===== config.mk =====
export PLATFORM = sky130hd
export DESIGN_NAME = mul_rep_add_unit
export DESIGN_NICKNAME = d
export VERILOG_FILES = /design/src/rtl/mul_pkg.sv /design/src/rtl/mul_rep_add_dp.sv /design/src/rtl/mul_rep_add_unit.sv
export SDC_FILE = /design/constraint.sdc
export NUM_CORES = 1
export LEC_CHECK = 0
export ABC_AREA = 1
export CORE_MARGIN = 4
export CORE_UTILIZATION = 55
export DETAILED_ROUTE_END_ITERATION = 7
export PLACE_DENSITY = 0.8
export SKIP_LAST_GASP = 1
export SYNTH_ARGS = -nofsm -noshare
export SYNTH_HDL_FRONTEND = slang
export SYNTH_SLANG_ARGS = --single-unit

===== constraint.sdc =====
create_clock -name clk -period 2.7 [get_ports clk]
set_input_delay 0.81 -clock clk [delete_from_list [all_inputs] [get_ports clk]]
set_output_delay 0.81 -clock clk [all_outputs]
set_load 0.02 [all_outputs]

===== src/rtl/mul_pkg.sv =====
// Shared types and width helpers for the repeated-addition multiplier.
// Latency: n/a (declarations only).
// Backpressure: n/a. Optional feature macro used by the users of this package: MUL_SIGNED_EN.
package mul_pkg;

  // Default operand width; the product is always twice this.
  localparam int DEFAULT_WIDTH = 16;

  // Encoding width of the controller state.
  localparam int STATE_W = 2;

  typedef enum logic [STATE_W-1:0] {
    IDLE = 2'd0,
    RUN  = 2'd1,
    DONE = 2'd2
  } mul_state_e;

  // Product width for a given operand width.
  function automatic int prod_w(input int w);
    return 2 * w;
  endfunction

endpackage


===== src/rtl/mul_rep_add_dp.sv =====
// Datapath of the repeated-addition multiplier: operand swap, addend/count/product regs, adder.
// Latency: registers update on the edge after the strobe is presented; cnt_zero_o is combinational.
// Backpressure: none; strictly a slave of the controller strobes.
// Ports: ld_i loads operands (clears product), add_i accumulates, dec_i decrements count,
//        neg_i (MUL_SIGNED_EN only) applies the captured sign; product_o, cnt_zero_o out.
module mul_rep_add_dp
  import mul_pkg::*;
#(
  parameter int WIDTH = DEFAULT_WIDTH
) (
  input  logic                      clk,
  input  logic                      rst,
  input  logic                      ld_i,
  input  logic                      add_i,
  input  logic                      dec_i,
`ifdef MUL_SIGNED_EN
  input  logic                      neg_i,
`endif
  input  logic [WIDTH-1:0]          a_i,
  input  logic [WIDTH-1:0]          b_i,
  output logic [prod_w(WIDTH)-1:0]  product_o,
  output logic                      cnt_zero_o
);

  localparam int PW = prod_w(WIDTH);
  localparam logic [WIDTH-1:0] CNT_ONE = {{(WIDTH-1){1'b0}}, 1'b1};

  logic [WIDTH-1:0] a_mag, b_mag;
  logic [WIDTH-1:0] op_min, op_max;
  logic [PW-1:0]    addend_q, addend_d;
  logic [WIDTH-1:0] cnt_q, cnt_d;
  logic [PW-1:0]    prod_q, prod_d;

`ifdef MUL_SIGNED_EN
  logic sign_q, sign_d;

  // Magnitudes as unsigned WIDTH-bit values; the most negative input maps
  // onto 2^(WIDTH-1), which still fits unsigned.
  assign a_mag = a_i[WIDTH-1] ? ('0 - a_i) : a_i;
  assign b_mag = b_i[WIDTH-1] ? ('0 - b_i) : b_i;
`else
  assign a_mag = a_i;
  assign b_mag = b_i;
`endif

  // Smaller operand drives the iteration count; ties go to b.
  always_comb begin
    op_min = b_mag;
    op_max = a_mag;
    if (a_mag < b_mag) begin
      op_min = a_mag;
      op_max = b_mag;
    end
  end

  always_comb begin
    addend_d = addend_q;
    cnt_d    = cnt_q;
    prod_d   = prod_q;
`ifdef MUL_SIGNED_EN
    sign_d   = sign_q;
`endif
    if (ld_i) begin
      addend_d = {{WIDTH{1'b0}}, op_max};
      cnt_d    = op_min;
      prod_d   = '0;
`ifdef MUL_SIGNED_EN
      sign_d   = a_i[WIDTH-1] ^ b_i[WIDTH-1];
`endif
    end else begin
      if (add_i) prod_d = prod_q + addend_q;
      if (dec_i) cnt_d  = cnt_q - CNT_ONE;
`ifdef MUL_SIGNED_EN
      // Applied once, on the final RUN cycle, when no add is in flight.
      if (neg_i && sign_q) prod_d = '0 - prod_q;
`endif
    end
  end

  always_ff @(posedge clk) begin
    if (rst) begin
      addend_q <= '0;
      cnt_q    <= '0;
      prod_q   <= '0;
`ifdef MUL_SIGNED_EN
      sign_q   <= 1'b0;
`endif
    end else begin
      addend_q <= addend_d;
      cnt_q    <= cnt_d;
      prod_q   <= prod_d;
`ifdef MUL_SIGNED_EN
      sign_q   <= sign_d;
`endif
    end
  end

  assign product_o  = prod_q;
  assign cnt_zero_o = (cnt_q == '0);

endmodule


===== src/rtl/mul_rep_add_unit.sv =====
// Sequential multiplier by repeated addition with start/done handshake (MUL_SIGNED_EN: signed operands).
// Latency: start accepted at edge k -> done high after edge k+min(a,b)+1 for one cycle.
// Backpressure: start is only honoured in IDLE; ignored while busy or done.
// Ports: clk, rst (sync, high), start, a_in, b_in in; busy, done, product (2*WIDTH) out.
module mul_rep_add_unit
  import mul_pkg::*;
#(
  parameter int WIDTH = DEFAULT_WIDTH
) (
  input  logic                      clk,
  input  logic                      rst,
  input  logic                      start,
  input  logic [WIDTH-1:0]          a_in,
  input  logic [WIDTH-1:0]          b_in,
  output logic                      busy,
  output logic                      done,
  output logic [prod_w(WIDTH)-1:0]  product
);

  mul_state_e state_q, state_d;
  logic       ld, add, dec, cnt_zero;
`ifdef MUL_SIGNED_EN
  logic       neg;
`endif

  always_ff @(posedge clk) begin
    if (rst) state_q <= IDLE;
    else     state_q <= state_d;
  end

  always_comb begin
    state_d = state_q;
    ld      = 1'b0;
    add     = 1'b0;
    dec     = 1'b0;
`ifdef MUL_SIGNED_EN
    neg     = 1'b0;
`endif
    unique case (state_q)
      IDLE: begin
        if (start) begin
          ld      = 1'b1;
          state_d = RUN;
        end
      end
      RUN: begin
        // The cycle that observes a zero count does no add; it only exits.
        if (!cnt_zero) begin
          add = 1'b1;
          dec = 1'b1;
        end else begin
          state_d = DONE;
`ifdef MUL_SIGNED_EN
          neg     = 1'b1;
`endif
        end
      end
      DONE:    state_d = IDLE;
      default: state_d = IDLE;
    endcase
  end

  assign busy = (state_q == RUN);
  assign done = (state_q == DONE);

  mul_rep_add_dp #(.WIDTH(WIDTH)) u_dp (
    .clk        (clk),
    .rst        (rst),
    .ld_i       (ld),
    .add_i      (add),
    .dec_i      (dec),
`ifdef MUL_SIGNED_EN
    .neg_i      (neg),
`endif
    .a_i        (a_in),
    .b_i        (b_in),
    .product_o  (product),
    .cnt_zero_o (cnt_zero)
  );

endmodule

# Word level (Yosys, flattened, before mapping)
# Index checks and enable logic that the tools add are counted.
# totals
latch_bits	0
output_inout_bits	34
rom_bits	0
ff_bits	66
mem_count	0
input_bits	35
ramBits	0
# op_classes
div_mod_pow	0
n_addsub	2
bitwise_logic	0
mul	0
n_eq_ne	4
muxes	11
n_shift	0
order_cmp	1
reduce_logical	5
# ops
cell	count
$mux W16	4
$add A32 B16 Y32	1
$logic_not A16 Y1	1
$lt A16 B16 Y1	1
$sub A16 B1 Y16 const B	1
$mux W1	4
$mux W2	2
$pmux W2 S2	1
$eq A2 B1 Y1 const B	1
$eq A2 B2 Y1 const B	1
$logic_not A2 Y1	1
$ne A2 B1 Y1 const B	1
$ne A2 B2 Y1 const B	1
$reduce_and A2 Y1	1
$reduce_bool A2 Y1	1
$reduce_or A2 Y1	1

# Depth between registers and ports, before layout
# Gate-level depths: netlist of run 1.
# logic_depth
ltp_word	5
depth_mapped	16
mapped_depth_nobuf	15

# Cells and area by module
# From an unflattened synthesis of run 1, not the netlist that was laid out.
# hier_totals
cells_unflattened	739
hier_area_um2	4712.0
# by_module_without_submodules
mod	cells_per_inst	instances	area_each_um2
mul_rep_add_dp	725	1	4619.4
mul_rep_add_unit	14	1	92.6

# Least setup slack after synthesis of run 1
# OpenSTA, ideal clock, no wires.
# synth_timing
path_kind	input to register
startpoint	input port b_in[15]
endpoint	register u_dp.cnt_q[9]
stages	11
t_arrival_ps	2138
t_required_ps	2585
path_slack_ps	447
path_cell_list	inv_1 -> ha_1 -> a21oi_1 -> o21ai_0 -> nor2_4 -> nand2_4 -> buf_6 -> nand2_1 -> o21ai_0 -> o21ai_0 -> inv_1
# synth_between
elab_chain_cells	3
# synth_rtl
element	line	source
start: declaration	mul_rep_add_unit.sv:14	input logic [WIDTH-1:0] b_in,
$lt A16 B16 Y1	mul_rep_add_dp.sv:50	if (a_mag < b_mag) begin
$mux W16	mul_rep_add_dp.sv:50	
$mux W16	mul_rep_add_dp.sv:63	if (ld_i) begin
end signal: assignment	mul_rep_add_dp.sv:90	cnt_q <= cnt_d;
end: declaration	mul_rep_add_dp.sv:31	logic [WIDTH-1:0] cnt_q, cnt_d;
# No other way between the ends.
# A chain may end at the register's enable or synchronous reset.

# Worst setup path in the final report of run 1
# layout_timing
startpoint	input port b_in[11]
endpoint	register u_dp.cnt_q[5]
# Same word-level chain as after synthesis.

==> impl_metrics.env, run 1 <==
export IMPL_fin_crit_sh_pct=93.4
export IMPL_drt_first_pass_iters=5
export IMPL_num_antenna_cells=0
export IMPL_gp_congestion=1.04
export IMPL_synth_top_area_share_pct=27.0
export IMPL_power_frac_seq_pct=36.1
export IMPL_synth_seq_cells=66
export IMPL_switchingPower_w=0.00110
export IMPL_crit_family="buffers and inverters"
export IMPL_synth_cells=777
export IMPL_rsz0062_at_grt="true"
export IMPL_syn_avg_cell_area_um2=6.31
export IMPL_p_int_w=0.00207
export IMPL_finalCriticalPeriod_ns=2.52
export IMPL_grt_max_degree=29
export IMPL_slowest_delay_ns=0.52
export IMPL_synth_edf_count=0
export IMPL_coreArea_mm2=0.00868
export IMPL_drt_iter0_markers=346
export IMPL_yosys_warnings=0
export IMPL_worstPathCellList="clkdlybuf4s50_1 > inv_1 > ha_1 > nand2_1 > o21bai_1 > a21oi_2 > nor2_4 > nand2_4 > buf_4 > nand2_1 > nand3_1 > nand3_1 > nand2_1 > inv_1"
export IMPL_antenna_found_initial=0
export IMPL_dieArea_mm2=0.0105
export IMPL_cts_root_buf="clkbuf_8"
export IMPL_yosysSeqAreaShare_pct=27.0
export IMPL_cts_sinks=66
export IMPL_drt_total_wl_um=14100
export IMPL_fin_skew_ns=0.0111
export IMPL_max_freq_mhz=396
export IMPL_cts_setup_buffers=0
export IMPL_crit_buf_inv=4
export IMPL_ir_drop_v=0.000359
export IMPL_worst_setup_hold_path_clk_slew_ns=0.09
export IMPL_cellLeakagePower_nw=3.01
export IMPL_cts_tree="built"
export IMPL_relSlewSlack_pct=69.4
export IMPL_synth_nets=846
export IMPL_grt_ovfl_total=0
export IMPL_ctsResizeCount=0
export IMPL_worstSetupPathType="in -> reg"
export IMPL_remaining_drc_errors=0
export IMPL_cp_end_kind="register"
export IMPL_drtAntennaViolNets=0
export IMPL_p_sw_share_pct=34.8
export IMPL_rows=34
export IMPL_p_clk_share_pct=33.6
export IMPL_synth_area_leaders="dfxtp_1, nand2_1, inv_1, ha_1, o21ai_0"
export IMPL_initial_core_util_pct=56.5
export IMPL_final_nets=950
export IMPL_die_w_um=102
export IMPL_worst_pin_slew_ns=0.458
export IMPL_synthFlopType="dfxtp_1"
export IMPL_wire_per_inst_um=14.2
export IMPL_critPathMaxFanout=8
export IMPL_io_buffers=68
export IMPL_clock_latency_ns=0.35
export IMPL_dp_cells=978
export IMPL_drive_above_1_share_pct=10.8
export IMPL_h_tree_depth=3
export IMPL_grt_pass1_vias=5119
export IMPL_slowest_stage="clkdlybuf4s50_1"
export IMPL_hpwl_um=11100
export IMPL_numCtsBuffers=9
export IMPL_async_flop_share_pct=0
export IMPL_grt_usage_pct=27.7
export IMPL_status="finished, final reports clean"
export IMPL_synth_area_mm2=0.00490
export IMPL_finalSetupTns_ns=0
export IMPL_hold_violations=0
export IMPL_drv_cap=0
export IMPL_slew_viol_final=0
export IMPL_grt_pass1_wl_um=23200
export IMPL_setup_viol_count_final=0
export IMPL_syn_to_final_growth_pct=26.9
export IMPL_synth_cell_types=42
export IMPL_vias=5377
export IMPL_p_per_area_mw_per_mm2=509
export IMPL_worstSetupStartpointType="input pin"
export IMPL_viasPerCell=5.41
export IMPL_cts_buffer_depth=2
export IMPL_crit_required_ns=2.96
export IMPL_combPwrFrac_pct=30.4
export IMPL_hold_class="reg -> reg"
export IMPL_finalNonFillerCells=994
export IMPL_rrSetupSlack_ns=0.44
export IMPL_path_common_cell="nand2_1"
export IMPL_synth_area_leader_cell="dfxtp_1"
export IMPL_io_pins=69
export IMPL_die_y_um=102
export IMPL_cts_hold_repair_buffers=0
export IMPL_worstPathArrival_ns=2.79
-- layout by cell type, fill, tap and decap left out, types with 8 or more instances in the layout --
| cell | n |
|---|---|
| nand2_1 | 166 |
| nor3_1 | 13 |
| clkbuf_8 | 9 |
| o21ai_0 | 73 |
| nand3_1 | 65 |
| ha_1 | 33 |
| clkdlybuf4s50_1 | 68 |
| nand4_1 | 8 |
| dfxtp_1 | 66 |
| a21oi_1 | 52 |
| nor2_1 | 88 |
| buf_4 | 42 |
| inv_1 | 116 |
-- flip-flops by register name, indices dropped and copies added (netlist names) --
signal          cells
state_q             2
u_dp.addend_q      16
u_dp.cnt_q         16
u_dp.product_o     32
-- Yosys cell counts (2+ instances only) --
master and instances:
nand2_1 166, inv_1 116, nor2_1 88, o21ai_0 73, dfxtp_1 66, nand3_1 65
a21oi_1 53, ha_1 33, nor3_1 15, nand4_1 8, nor2_2 7, o21ai_1 7
xnor2_1 7, xor2_1 7, nand2_2 6, buf_2 5, buf_6 5, clkbuf_1 5
inv_2 5, buf_4 4, nor3_2 4, nor4_1 4, o21bai_1 4, nor3b_1 3
a21o_1 2, nand2_4 2, o211ai_1 2
-- layer usage --
layer	global-route usage, %	wire [um]
met1	34.8	6120
met2	48.0	6710
met3	2.73	738
met4	12.2	509
met5	0	0
-- worst paths after layout --
check                                       start  cells after the start            endpoint
worst max-delay path                     b_in[11]                     14       u_dp.cnt_q[5]
worst min register to register  u_dp.addend_q[14]                      2   u_dp.addend_q[14]
worst min-delay path            u_dp.addend_q[14]                      2   u_dp.addend_q[14]
worst max register to register  u_dp.product_o[0]                     11  u_dp.product_o[24]
-- stage by stage --
step / hold slack (ns) / utilization [%] / setup WS, ns / total power, W / cell area (um^2)
finish: 0.483 / 71.7 / 0.178 / 0.00317 / 6220
global route: 0.497 / 71.7 / -0.0159 / 0.00335 / 6220
CTS: 0.485 / 71.4 / 0.0708 / 0.00316 / 6200
global placement: 0.450 / 68.5 / -0.272 / 0.00208 / 5950
detailed placement: 0.469 / 68.5 / -0.293 / 0.00210 / 5950
floorplan: 0.430 / - / 0.447 / 0.00178 / 4900
-- logic make-up (layout without fill, tap and decap cells) --
kind of cell	after synthesis	after routing	share of synthesized area [%]
xor+xnor	14	14	2.50
fa+ha+maj	34	34	8.83
buf+inv	141	250	12.0
simple gates	375	375	33.8
compound gates	147	147	16.0
flops	66	66	27.0
-- worst reg2reg max path: stages (launching register included) --
cell      delay, ns
dfxtp_1        0.35
ha_1           0.29
fa_1           0.31
nand3_1        0.10
nand2_1        0.15
nand2_1        0.07
nand2_1        0.15
nand3_1        0.12
a21boi_1       0.35
nand3_1        0.15
nand2_1        0.10
a21oi_1        0.04
-- cell type report --
cell class,count,area (um^2)
inverter,121,457
fill,784,2460
sequential,66,1320
clock inverter,7,125
multi-input combinational,570,3010
timing repair buffer,113,1050
clock buffer,9,124
tap,108,135
-- power groups by stage --
| stage | logic, W | registers [W] | clock network, W |
|---|---|---|---|
| detailed placement | 0.000939 | 0.00116 | 0 |
| global placement | 0.000918 | 0.00116 | 0 |
| CTS | 0.000947 | 0.00114 | 0.00107 |
| finish | 0.000962 | 0.00114 | 0.00106 |
| global route | 0.00107 | 0.00115 | 0.00112 |
| floorplan | 0.000625 | 0.00116 | 0 |
Power figures use the tool's default switching activity.
==> inputs of run 2 (changes only) <==
--- a/config.mk
+++ b/config.mk
@@ -8,8 +8,11 @@
 export ABC_AREA = 1
 export CORE_MARGIN = 4
 export CORE_UTILIZATION = 55
+export CTS_BUF_LIST = sky130_fd_sc_hd__clkbuf_8
 export DETAILED_ROUTE_END_ITERATION = 7
 export PLACE_DENSITY = 0.8
+export REMOVE_ABC_BUFFERS = 1
+export SETUP_SLACK_MARGIN = 0.3
 export SKIP_LAST_GASP = 1
 export SYNTH_ARGS = -nofsm -noshare
 export SYNTH_HDL_FRONTEND = slang
==> impl_metrics.env, run 2 (same netlist as run 1, synthesis figures left out) <==
export IMPL_status="finished, final reports clean"
export IMPL_drv_cap=0
export IMPL_worstPathArrival_ns=2.58
export IMPL_die_y_um=102
export IMPL_cts_buffer_depth=2
export IMPL_initial_core_util_pct=56.5
export IMPL_finalCriticalPeriod_ns=2.35
export IMPL_io_buffers=68
export IMPL_worst_setup_hold_path_clk_slew_ns=0.07
export IMPL_dieArea_mm2=0.0105
export IMPL_pre_cts_slack_ns=-0.252
export IMPL_multi_input_area_mm2=0.00315
export IMPL_setup_viol_count_final=0
export IMPL_grt_ovfl_total=0
export IMPL_utilization_pct=73.2
export IMPL_drive_above_1_share_pct=14.0
export IMPL_slowest_delay_ns=0.31
export IMPL_drt_first_pass_iters=5
export IMPL_cts_tree="built"
export IMPL_cp_end_kind="register"
export IMPL_cts_hold_repair_buffers=0
export IMPL_seq_area_mm2=0.00132
export IMPL_fin_area_mm2=0.00635
export IMPL_viasPerCell=5.52
export IMPL_remaining_drc_errors=0
export IMPL_syn_to_final_growth_pct=29.6
export IMPL_gp_congestion=0.916
export IMPL_final_cell_mix="nand2_1, inv_1, nor2_1"
export IMPL_slowest_stage="ha_1"
export IMPL_drt_iter0_markers=293
export IMPL_place_area_mm2=0.00591
export IMPL_slew_viol_final=0
export IMPL_largest_reg_flops=32
export IMPL_drtAntennaViolNets=0
export IMPL_cts_root_buf="clkbuf_8"
export IMPL_hpwl_um=10800
export IMPL_fill_cells=747
export IMPL_grt_max_degree=28
export IMPL_crit_required_ns=2.93
export IMPL_hold_violations=0
export IMPL_grt_pass1_wl_um=23800
export IMPL_crit_family="simple AND/OR/NAND/NOR gates"
export IMPL_final_nets=954
export IMPL_rsz0062_at_grt="false"
export IMPL_coreArea_mm2=0.00868
export IMPL_numCtsBuffers=9
export IMPL_num_antenna_cells=0
export IMPL_cts_sinks=66
export IMPL_worstPathCellList="dlygate4sd2_1 > inv_1 > ha_1 > nand2_2 > nor2_2 > nor3_2 > nand2_1 > nand2_2 > nand2_4 > buf_12 > buf_16 > o211ai_1 > nand2_1"
export IMPL_die_w_um=102
export IMPL_worstSetupStartpointType="input pin"
export IMPL_relSlewSlack_pct=67.7
export IMPL_worstSetupPathType="in -> reg"
export IMPL_max_freq_mhz=426
export IMPL_antenna_found_initial=0
export IMPL_fin_skew_ns=0.0115
export IMPL_vias=5500
export IMPL_crit_buf_inv=4
export IMPL_drt_total_wl_um=14900
export IMPL_grt_usage_pct=28.4
export IMPL_setup_ws_ns=0.353
export IMPL_cellLeakagePower_nw=3.08
export IMPL_critPathMaxFanout=12
export IMPL_grt_pass1_vias=5205
export IMPL_clock_latency_ns=0.34
export IMPL_wire_per_inst_um=15.0
export IMPL_hold_class="reg -> reg"
export IMPL_p_per_area_mw_per_mm2=468
export IMPL_final_common_cell="nand2_1"
export IMPL_rows=34
export IMPL_h_tree_depth=3
export IMPL_fin_crit_sh_pct=86.9
export IMPL_worst_pin_slew_ns=0.484
export IMPL_io_pins=69
export IMPL_ir_drop_v=0.000376
run 2: power by group:
group / internal, W / total, W / switching (W)
logic: 0.000420 / 0.00103 / 0.000607
registers: 0.00105 / 0.00114 / 0.0000894
clock network: 0.000398 / 0.000801 / 0.000403
total: 0.00187 / 0.00297 / 0.00110
run 2: timing repair:
action / in CTS / in global routing
endpoints found under the hold margin: 0 / 0
setup buffers: 3 / 1
endpoints found under the setup margin: 32 / 33
cloned: 3 / 0
pin swaps: 15 / 11
gates resized for setup: 60 / 21
run 2: final cells by class:
cell class	instances	area share, %
Timing Repair inverter	1	0.0985
Tap cell	108	2.13
Multi-Input combinational cell	570	49.6
Sequential cell	66	20.8
Inverter	121	7.27
Clock inverter	2	0.197
Clock buffer	12	2.60
Timing Repair Buffer	116	17.3
run 2: layer usage:
metal	wire, um	up-vias	GRT usage [%]
met2	7410	193	50.7
met3	837	45	4.10
met4	478	0	12.4
li1	-	2738	-
met1	6200	2524	33.7
met5	0	-	0
run 2: through the flow:
step | power (W) | TNS (ns) | cells | hold WS [ns]
final | 0.00297 | 0 | 996 | 0.481
after global routing | 0.00314 | 0 | 996 | 0.505
after CTS | 0.00293 | 0 | 995 | 0.479
after detailed placement | 0.00210 | -4.79 | 975 | 0.468
after global placement | 0.00206 | -3.27 | 975 | 0.460
after floorplan | 0.00174 | 0 | 757 | 0.431
run 2: path summary, 6_finish.rpt:
path              cells after the start              from            endpoint  slack (ns)
hold reg to reg                       2  u_dp.addend_q[8]    u_dp.addend_q[8]        0.48
hold / removal                        2  u_dp.addend_q[8]    u_dp.addend_q[8]        0.48
setup / recovery                     13           b_in[6]   u_dp.addend_q[14]        0.35
setup reg to reg                     12     u_dp.cnt_q[0]  u_dp.product_o[11]        0.60
run 2: tightest hold or removal path, delay by kind of cell, from the launching register on:
family | cells | cell delay [ns]
simple gates | 1 | 0.07
flops | 1 | 0.32
compound gates | 1 | 0.05
